===== config.mk =====
export PLATFORM = sky130hd
export DESIGN_NAME = ctrl_pipe
export DESIGN_NICKNAME = d
export VERILOG_FILES = /design/src/rtl/ctrl_pkg.sv /design/src/rtl/ctrl_decode.sv /design/src/rtl/ctrl_pipe.sv
export SDC_FILE = /design/constraint.sdc
export NUM_CORES = 1
export LEC_CHECK = 0
export ABC_AREA = 1
export CAP_MARGIN = 30
export CORE_MARGIN = 1.5
export CORE_UTILIZATION = 47
export DETAILED_ROUTE_END_ITERATION = 6
export GPL_ROUTABILITY_DRIVEN = 0
export PLACE_DENSITY = 0.77
export SLEW_MARGIN = 20
export SYNTH_ARGS = -nofsm -noshare
export SYNTH_HDL_FRONTEND = slang
export SYNTH_SLANG_ARGS = --single-unit

===== constraint.sdc =====
create_clock -name clk -period 2 [get_ports clk]
set_input_delay 0.3 -clock clk [delete_from_list [all_inputs] [get_ports clk]]
set_output_delay 0.3 -clock clk [all_outputs]
set_load 0.02 [all_outputs]

===== src/rtl/ctrl_pkg.sv =====
// Shared encodings for the pipelined control unit: opcodes, ALU ops,
// next-PC selects and the packed control bundle carried into EX.
package ctrl_pkg;

  localparam logic [3:0] OP_ADD    = 4'h0;
  localparam logic [3:0] OP_SUB    = 4'h1;
  localparam logic [3:0] OP_XOR    = 4'h2;
  localparam logic [3:0] OP_RED    = 4'h3;
  localparam logic [3:0] OP_SLL    = 4'h4;
  localparam logic [3:0] OP_SRA    = 4'h5;
  localparam logic [3:0] OP_ROR    = 4'h6;
  localparam logic [3:0] OP_PADDSB = 4'h7;
  localparam logic [3:0] OP_LW     = 4'h8;
  localparam logic [3:0] OP_SW     = 4'h9;
  localparam logic [3:0] OP_LLB    = 4'hA;
  localparam logic [3:0] OP_LHB    = 4'hB;
  localparam logic [3:0] OP_B      = 4'hC;
  localparam logic [3:0] OP_BR     = 4'hD;
  localparam logic [3:0] OP_PCS    = 4'hE;
  localparam logic [3:0] OP_HLT    = 4'hF;

  // ALU ops 0-7 share the value of their opcode; the byte loads get 8 and 9.
  localparam logic [3:0] ALU_ADD    = 4'h0;
  localparam logic [3:0] ALU_LLB    = 4'h8;
  localparam logic [3:0] ALU_LHB    = 4'h9;

  localparam logic [1:0] BR_SEQ  = 2'd0;
  localparam logic [1:0] BR_IMM  = 2'd1;
  localparam logic [1:0] BR_REG  = 2'd2;
  localparam logic [1:0] BR_HALT = 2'd3;

  typedef struct packed {
    logic       regwrite;
    logic       alusrc;
    logic       memread;
    logic       memwrite;
    logic       memtoreg;
    logic       alusext;
    logic       pcread;
    logic [1:0] branch;
    logic [3:0] aluop;
  } ctrl_t;

  localparam ctrl_t CTRL_NOP = '0;

endpackage


===== src/rtl/ctrl_decode.sv =====
// Combinational opcode decoder: produces the control bundle and flags
// telling which register fields the instruction reads in ID.
module ctrl_decode
  import ctrl_pkg::*;
(
  input  logic [3:0] opcode_i,
  output ctrl_t      ctrl_o,
  output logic       use_rs_o,
  output logic       use_rt_o,
  output logic       use_rd_o
);

  always_comb begin
    ctrl_o   = CTRL_NOP;
    use_rs_o = 1'b0;
    use_rt_o = 1'b0;
    use_rd_o = 1'b0;
    case (opcode_i)
      OP_ADD, OP_SUB, OP_XOR, OP_RED, OP_PADDSB: begin
        ctrl_o.regwrite = 1'b1;
        ctrl_o.aluop    = opcode_i;
        use_rs_o        = 1'b1;
        use_rt_o        = 1'b1;
      end
      OP_SLL, OP_SRA, OP_ROR: begin
        ctrl_o.regwrite = 1'b1;
        ctrl_o.alusrc   = 1'b1;
        ctrl_o.aluop    = opcode_i;
        use_rs_o        = 1'b1;
      end
      OP_LW: begin
        ctrl_o.regwrite = 1'b1;
        ctrl_o.alusrc   = 1'b1;
        ctrl_o.memread  = 1'b1;
        ctrl_o.memtoreg = 1'b1;
        ctrl_o.aluop    = ALU_ADD;
        use_rs_o        = 1'b1;
      end
      OP_SW: begin
        ctrl_o.alusrc   = 1'b1;
        ctrl_o.memwrite = 1'b1;
        ctrl_o.aluop    = ALU_ADD;
        use_rs_o        = 1'b1;
        use_rd_o        = 1'b1;
      end
      OP_LLB, OP_LHB: begin
        ctrl_o.regwrite = 1'b1;
        ctrl_o.alusrc   = 1'b1;
        ctrl_o.alusext  = 1'b1;
        ctrl_o.aluop    = (opcode_i == OP_LLB) ? ALU_LLB : ALU_LHB;
        use_rs_o        = 1'b1;
        use_rd_o        = 1'b1;
      end
      OP_B:   ctrl_o.branch = BR_IMM;
      OP_BR: begin
        ctrl_o.branch = BR_REG;
        use_rs_o      = 1'b1;
      end
      OP_PCS: begin
        ctrl_o.regwrite = 1'b1;
        ctrl_o.pcread   = 1'b1;
      end
      OP_HLT: ctrl_o.branch = BR_HALT;
      default: ctrl_o = CTRL_NOP;
    endcase
  end

endmodule


===== src/rtl/ctrl_pipe.sv =====
// ID/EX control register with load-use hazard detection, hold/flush
// priority, sticky halt and a saturating hazard-bubble counter.
module ctrl_pipe
  import ctrl_pkg::*;
#(
  parameter int INSTR_W = 16,
  parameter int REG_AW  = 4,
  parameter int CNT_W   = 16
) (
  input  logic               clk,
  input  logic               rst_n,
  input  logic               id_valid,
  input  logic [INSTR_W-1:0] id_instr,
  input  logic               ext_stall,
  input  logic               flush,
  output logic               hazard_stall,
  output logic               ex_valid,
  output logic               ex_regwrite,
  output logic               ex_alusrc,
  output logic               ex_memread,
  output logic               ex_memwrite,
  output logic               ex_memtoreg,
  output logic               ex_alusext,
  output logic               ex_pcread,
  output logic [1:0]         ex_branch,
  output logic [3:0]         ex_aluop,
  output logic [REG_AW-1:0]  ex_rd,
  output logic [REG_AW-1:0]  ex_rs,
  output logic [REG_AW-1:0]  ex_rt,
  output logic               halted,
  output logic [CNT_W-1:0]   bubble_cnt
);

  logic [3:0]        id_op;
  logic [REG_AW-1:0] id_rd, id_rs, id_rt;
  ctrl_t             id_ctrl;
  logic              use_rs, use_rt, use_rd;
  logic              src_hit, load_id, advance;

  ctrl_t             ex_ctrl_q, ex_ctrl_d;
  logic              ex_valid_q, ex_valid_d;
  logic [REG_AW-1:0] ex_rd_q, ex_rd_d, ex_rs_q, ex_rs_d, ex_rt_q, ex_rt_d;
  logic              halted_q, halted_d;
  logic [CNT_W-1:0]  cnt_q, cnt_d;

  assign id_op = id_instr[INSTR_W-1 -: 4];
  assign id_rd = id_instr[INSTR_W-5 -: REG_AW];
  assign id_rs = id_instr[INSTR_W-5-REG_AW -: REG_AW];
  assign id_rt = id_instr[INSTR_W-5-2*REG_AW -: REG_AW];

  ctrl_decode u_decode (
    .opcode_i (id_op),
    .ctrl_o   (id_ctrl),
    .use_rs_o (use_rs),
    .use_rt_o (use_rt),
    .use_rd_o (use_rd)
  );

  // Only a load already in EX can make its result late for the ID reader.
  assign src_hit = (use_rs && id_rs == ex_rd_q) ||
                   (use_rt && id_rt == ex_rd_q) ||
                   (use_rd && id_rd == ex_rd_q);
  assign hazard_stall = id_valid && ex_valid_q && ex_ctrl_q.memread &&
                        (ex_rd_q != '0) && src_hit && !halted_q;

  assign advance = !flush && !ext_stall;
  assign load_id = advance && id_valid && !halted_q && !hazard_stall;

  always_comb begin
    ex_ctrl_d  = ex_ctrl_q;
    ex_valid_d = ex_valid_q;
    ex_rd_d    = ex_rd_q;
    ex_rs_d    = ex_rs_q;
    ex_rt_d    = ex_rt_q;
    if (load_id) begin
      ex_ctrl_d  = id_ctrl;
      ex_valid_d = 1'b1;
      ex_rd_d    = id_rd;
      ex_rs_d    = id_rs;
      ex_rt_d    = id_rt;
    end else if (flush || !ext_stall) begin
      ex_ctrl_d  = CTRL_NOP;
      ex_valid_d = 1'b0;
      ex_rd_d    = '0;
      ex_rs_d    = '0;
      ex_rt_d    = '0;
    end
  end

  assign halted_d = halted_q || (load_id && id_op == OP_HLT);
  assign cnt_d    = (advance && hazard_stall && cnt_q != '1) ? cnt_q + 1'b1 : cnt_q;

  always_ff @(posedge clk) begin
    if (!rst_n) begin
      ex_ctrl_q  <= CTRL_NOP;
      ex_valid_q <= 1'b0;
      ex_rd_q    <= '0;
      ex_rs_q    <= '0;
      ex_rt_q    <= '0;
      halted_q   <= 1'b0;
      cnt_q      <= '0;
    end else begin
      ex_ctrl_q  <= ex_ctrl_d;
      ex_valid_q <= ex_valid_d;
      ex_rd_q    <= ex_rd_d;
      ex_rs_q    <= ex_rs_d;
      ex_rt_q    <= ex_rt_d;
      halted_q   <= halted_d;
      cnt_q      <= cnt_d;
    end
  end

  assign ex_valid    = ex_valid_q;
  assign ex_regwrite = ex_ctrl_q.regwrite;
  assign ex_alusrc   = ex_ctrl_q.alusrc;
  assign ex_memread  = ex_ctrl_q.memread;
  assign ex_memwrite = ex_ctrl_q.memwrite;
  assign ex_memtoreg = ex_ctrl_q.memtoreg;
  assign ex_alusext  = ex_ctrl_q.alusext;
  assign ex_pcread   = ex_ctrl_q.pcread;
  assign ex_branch   = ex_ctrl_q.branch;
  assign ex_aluop    = ex_ctrl_q.aluop;
  assign ex_rd       = ex_rd_q;
  assign ex_rs       = ex_rs_q;
  assign ex_rt       = ex_rt_q;
  assign halted      = halted_q;
  assign bubble_cnt  = cnt_q;

endmodule


==> flow_summary_export.csv <==
group,metric,value,unit
drt,drc,0,
drt,ant_nets,0,
final_layout,nets,454,
worst_setup_path,reg2reg_slack,0.13,ns
sta,report.final.hold_viol_count,0,
sta,worstMarginPinSlew,0.554,ns
cts,root_buffer,"clkbuf_8",
power_and_ir_drop,peakVddDrop,0.359,mV
worst_setup_path,worstPathBufferInverterCount,4,
worst_setup_path,cp.required,1.70,ns
worst_setup_path,reg2reg_to,"bubble_cnt[9]",
place,placedInstanceArea,3110,um2
drt,wl_per_cell,12.9,um
hold_path,min_from,"id_instr[13]",
sta,fmax,509,MHz
die,num_rows,24,
worst_setup_path,crit_family,"buffers and inverters",
power_and_ir_drop,p_per_area,514,nW/um2
global_routing,use_met1,34.0,%
sta,drv_slew,0,
worst_setup_path,worst_setup_path_end_kind,"output port",
logic_synthesis,ys_seq_area_share,37.6,%
die,dieArea,5190,um2
die,io-pin-count,65,
global_routing,grt_busiest_layer,"met2",
worst_setup_path,cp_slowest_cell,"clkdlybuf4s50_1",
final_layout,syn_to_final_growth,46.8,%
global_routing,grtUsageTotal,24.2,%
final_layout,final_cell_mix,"nand2_1, clkdlybuf4s50_1, dfxtp_1",
worst_setup_path,cp.arrival,1.66,ns
cts,clk_pin_slew_worst_paths,0.08,ns
worst_setup_path,start_kind,"input pin",
cts,clk_path_buf_depth,2,
final_layout,fin_area,3290,um2
sta,setup_slack,0.0371,ns
worst_setup_path,worst-r2r-cell-count,7,
worst_setup_path,critPathKind,"input pin to output port",
sta,finalCritPeriodShare,98.1,%
sta,finalSetupTns,0,ns
final_layout,layout-drive-gt1-share,13.2,%
logic_synthesis,synthesis.nets,365,
place,io_buffers,64,
sta,finalCriticalPeriod,1.96,ns
global_routing,grt_first_pass_wirelength,10.1,mm
worst_setup_path,worstReg2RegStart,"bubble_cnt[1]",
cts,cts_tree,"built",
final_layout,fill_cells,363,
global_routing,grt_max_degree,33,
global_routing,grt_pass1_vias,2231,
drt,dr_total_vias,2533,
global_routing,antenna_found_initial,0,
sta,fin_worst_skew,0.00593,ns
hold_path,hp-class,"input pin to flip-flop",
hold_path,holdPathEnd,"ex_memread",
final_layout,layoutNonFillerInstCount,485,
worst_setup_path,max_stage_delay,0.53,ns
global_routing,grtUsageMet2,38.8,%
place,post-place-ws,-0.400,ns
sta,slew_headroom,62.8,%
power_and_ir_drop,p_leak,0.00136,uW
sta,setup_viol,0,
drt,via_per_inst,5.22,
worst_setup_path,crit_top_cell,"nand2_1",
die,dieWidth,72.0,um
logic_synthesis,synth_area,2240,um2
drt,wl,6.26,mm
die,die_h,72.0,um
die,start_util,50.0,%
die,core,4470,um2
drt,firstDrtPassIters,4,
worst_setup_path,cp_max_fo,3,
cts,cts.sink_count,42,
final_layout,final_common_cell,"nand2_1",
hold_path,min_path_cells,4,
logic_synthesis,synthCells,343,
worst_setup_path,cp_cell_sequence,"clkdlybuf4s50_1 > inv_1 > nand2_1 > nand2_1 > nor2_1 > nand3_1 > nand3_2 > nand2_4 > inv_2 > buf_4",
global_routing,met3_usage,3.33,%
cts,ctsHtreeMaxLevel,2,
final_layout,antenna_cells,0,
sta,rsz0062_at_grt,"yes",
logic_synthesis,avgSynthCellArea,6.53,um2
logic_synthesis,yosys_warnings,0,
drt,drtIter0Drc,278,
job,drv_cap,0,
logic_synthesis,synth_cell_types,29,
logic_synthesis,synth_seq_cells,42,
status,outcome,"completed",
global_routing,overflow,0,
place,dpl.hpwl,4.52,mm
sta,holdWs,0.432,ns
cts,hold_buffers,0,
cts,cts_buffers,5,
cts,clk_latency,0.30,ns
place,dp_cells,476,
==> area by class of cell <==
type                            instances  area [um2]  area share, %
Multi-Input combinational cell        251        1210           37.0
Timing Repair Buffer                   95         915           27.8
Sequential cell                        42         842           25.6
Inverter                               37         139           4.23
Clock buffer                            8         110           3.35
Tap cell                               52        65.1           1.98
==> cell families (layout without fill, tap and decap cells) <==
logic type / Yosys count / after routing / share of synthesized area (%)
AO/OA/AOI/OAI: 49 / 49 / 11.1
XOR/XNOR: 8 / 8 / 3.13
adder cells (fa/ha/maj): 1 / 1 / 0.559
buffers and inverters: 50 / 140 / 9.33
flip-flops: 42 / 42 / 37.6
AND/OR/NAND/NOR: 193 / 193 / 38.3
==> report_power, final <==
group | internal (uW) | switching [uW] | total [uW]
Combinational | 94.0 | 103 | 197
Clock | 349 | 291 | 640
Sequential | 844 | 6.83 | 851
Total | 1290 | 401 | 1690
==> how the worst max path moves through the flow <==
stage / from / end / slack (ns) / cells past startpoint
after global routing: id_instr[8] / bubble_cnt[2] / -0.03 / 13
after floorplan: bubble_cnt[0] / bubble_cnt[11] / 0.24 / 10
after CTS: id_instr[15] / ex_aluop[3] / 0.03 / 13
final: id_instr[8] / hazard_stall / 0.04 / 10
after global placement: id_instr[15] / hazard_stall / -0.37 / 9
after detailed placement: id_instr[14] / hazard_stall / -0.40 / 8
==> cell usage after synthesis (all sizes together) <==
library cell / n / area, um2
nor3b: 1 / 12.5
nor3: 7 / 40.0
o21ai: 10 / 50.0
a21oi: 38 / 190
and2: 1 / 6.26
or2: 1 / 6.26
nor2: 38 / 150
clkbuf: 5 / 18.8
dfxtp: 42 / 841
nor4: 1 / 6.26
nand3b: 1 / 7.51
xnor2: 3 / 26.3
nand2: 91 / 344
inv: 35 / 131
nand3: 40 / 210
o211ai: 1 / 7.51
buf: 8 / 51.3
ha: 1 / 12.5
xor2: 5 / 43.8
nand4: 12 / 75.1
clkinv: 2 / 7.51
==> flip-flops by register name, summed over array words and instances (netlist names) <==
register     cells
ex_rt            4
ex_alusext       1
ex_alusrc        1
ex_memread       1
ex_rs            4
ex_aluop         4
halted           1
ex_branch        2
ex_regwrite      1
ex_pcread        1
ex_rd            4
bubble_cnt      16
ex_memwrite      1
ex_valid         1
==> worst reg2reg max path, cell delays in order, from the launching register on <==
cell and delay, ns:
dfxtp_1 0.42, ha_1 0.26, nand3_1 0.16, nor3_1 0.33, nand3_2 0.22, clkinv_1 0.15
o21ai_0 0.13, a21oi_1 0.15
==> repair_timing <==
item | CTS | global route
pin swaps | 0 | 1
cloned | 0 | 1
endpoints found under the setup margin | 7 | 14
gates resized for setup | 6 | 12
buffers inserted | 0 | 0
==> routing by layer <==
| layer | part of all wire [%] | routed length [um] | vias to the layer above |
|---|---|---|---|
| met5 | 0 | 0 | - |
| met4 | 0.86 | 54 | 0 |
| met3 | 6.6 | 412 | 5 |
| met2 | 47 | 2920 | 89 |
| met1 | 46 | 2870 | 1143 |
| li1 | - | - | 1296 |
==> metrics by stage <==
| step | total power [uW] | utilization, % |
|---|---|---|
| after floorplan | 957 | - |
| after global placement | 1060 | 69.5 |
| after detailed placement | 1060 | 69.5 |
| after CTS | 1700 | 72.0 |
| after global routing | 1750 | 73.4 |
| final | 1690 | 73.4 |
Note: power is estimated with default switching activity, not from simulation.
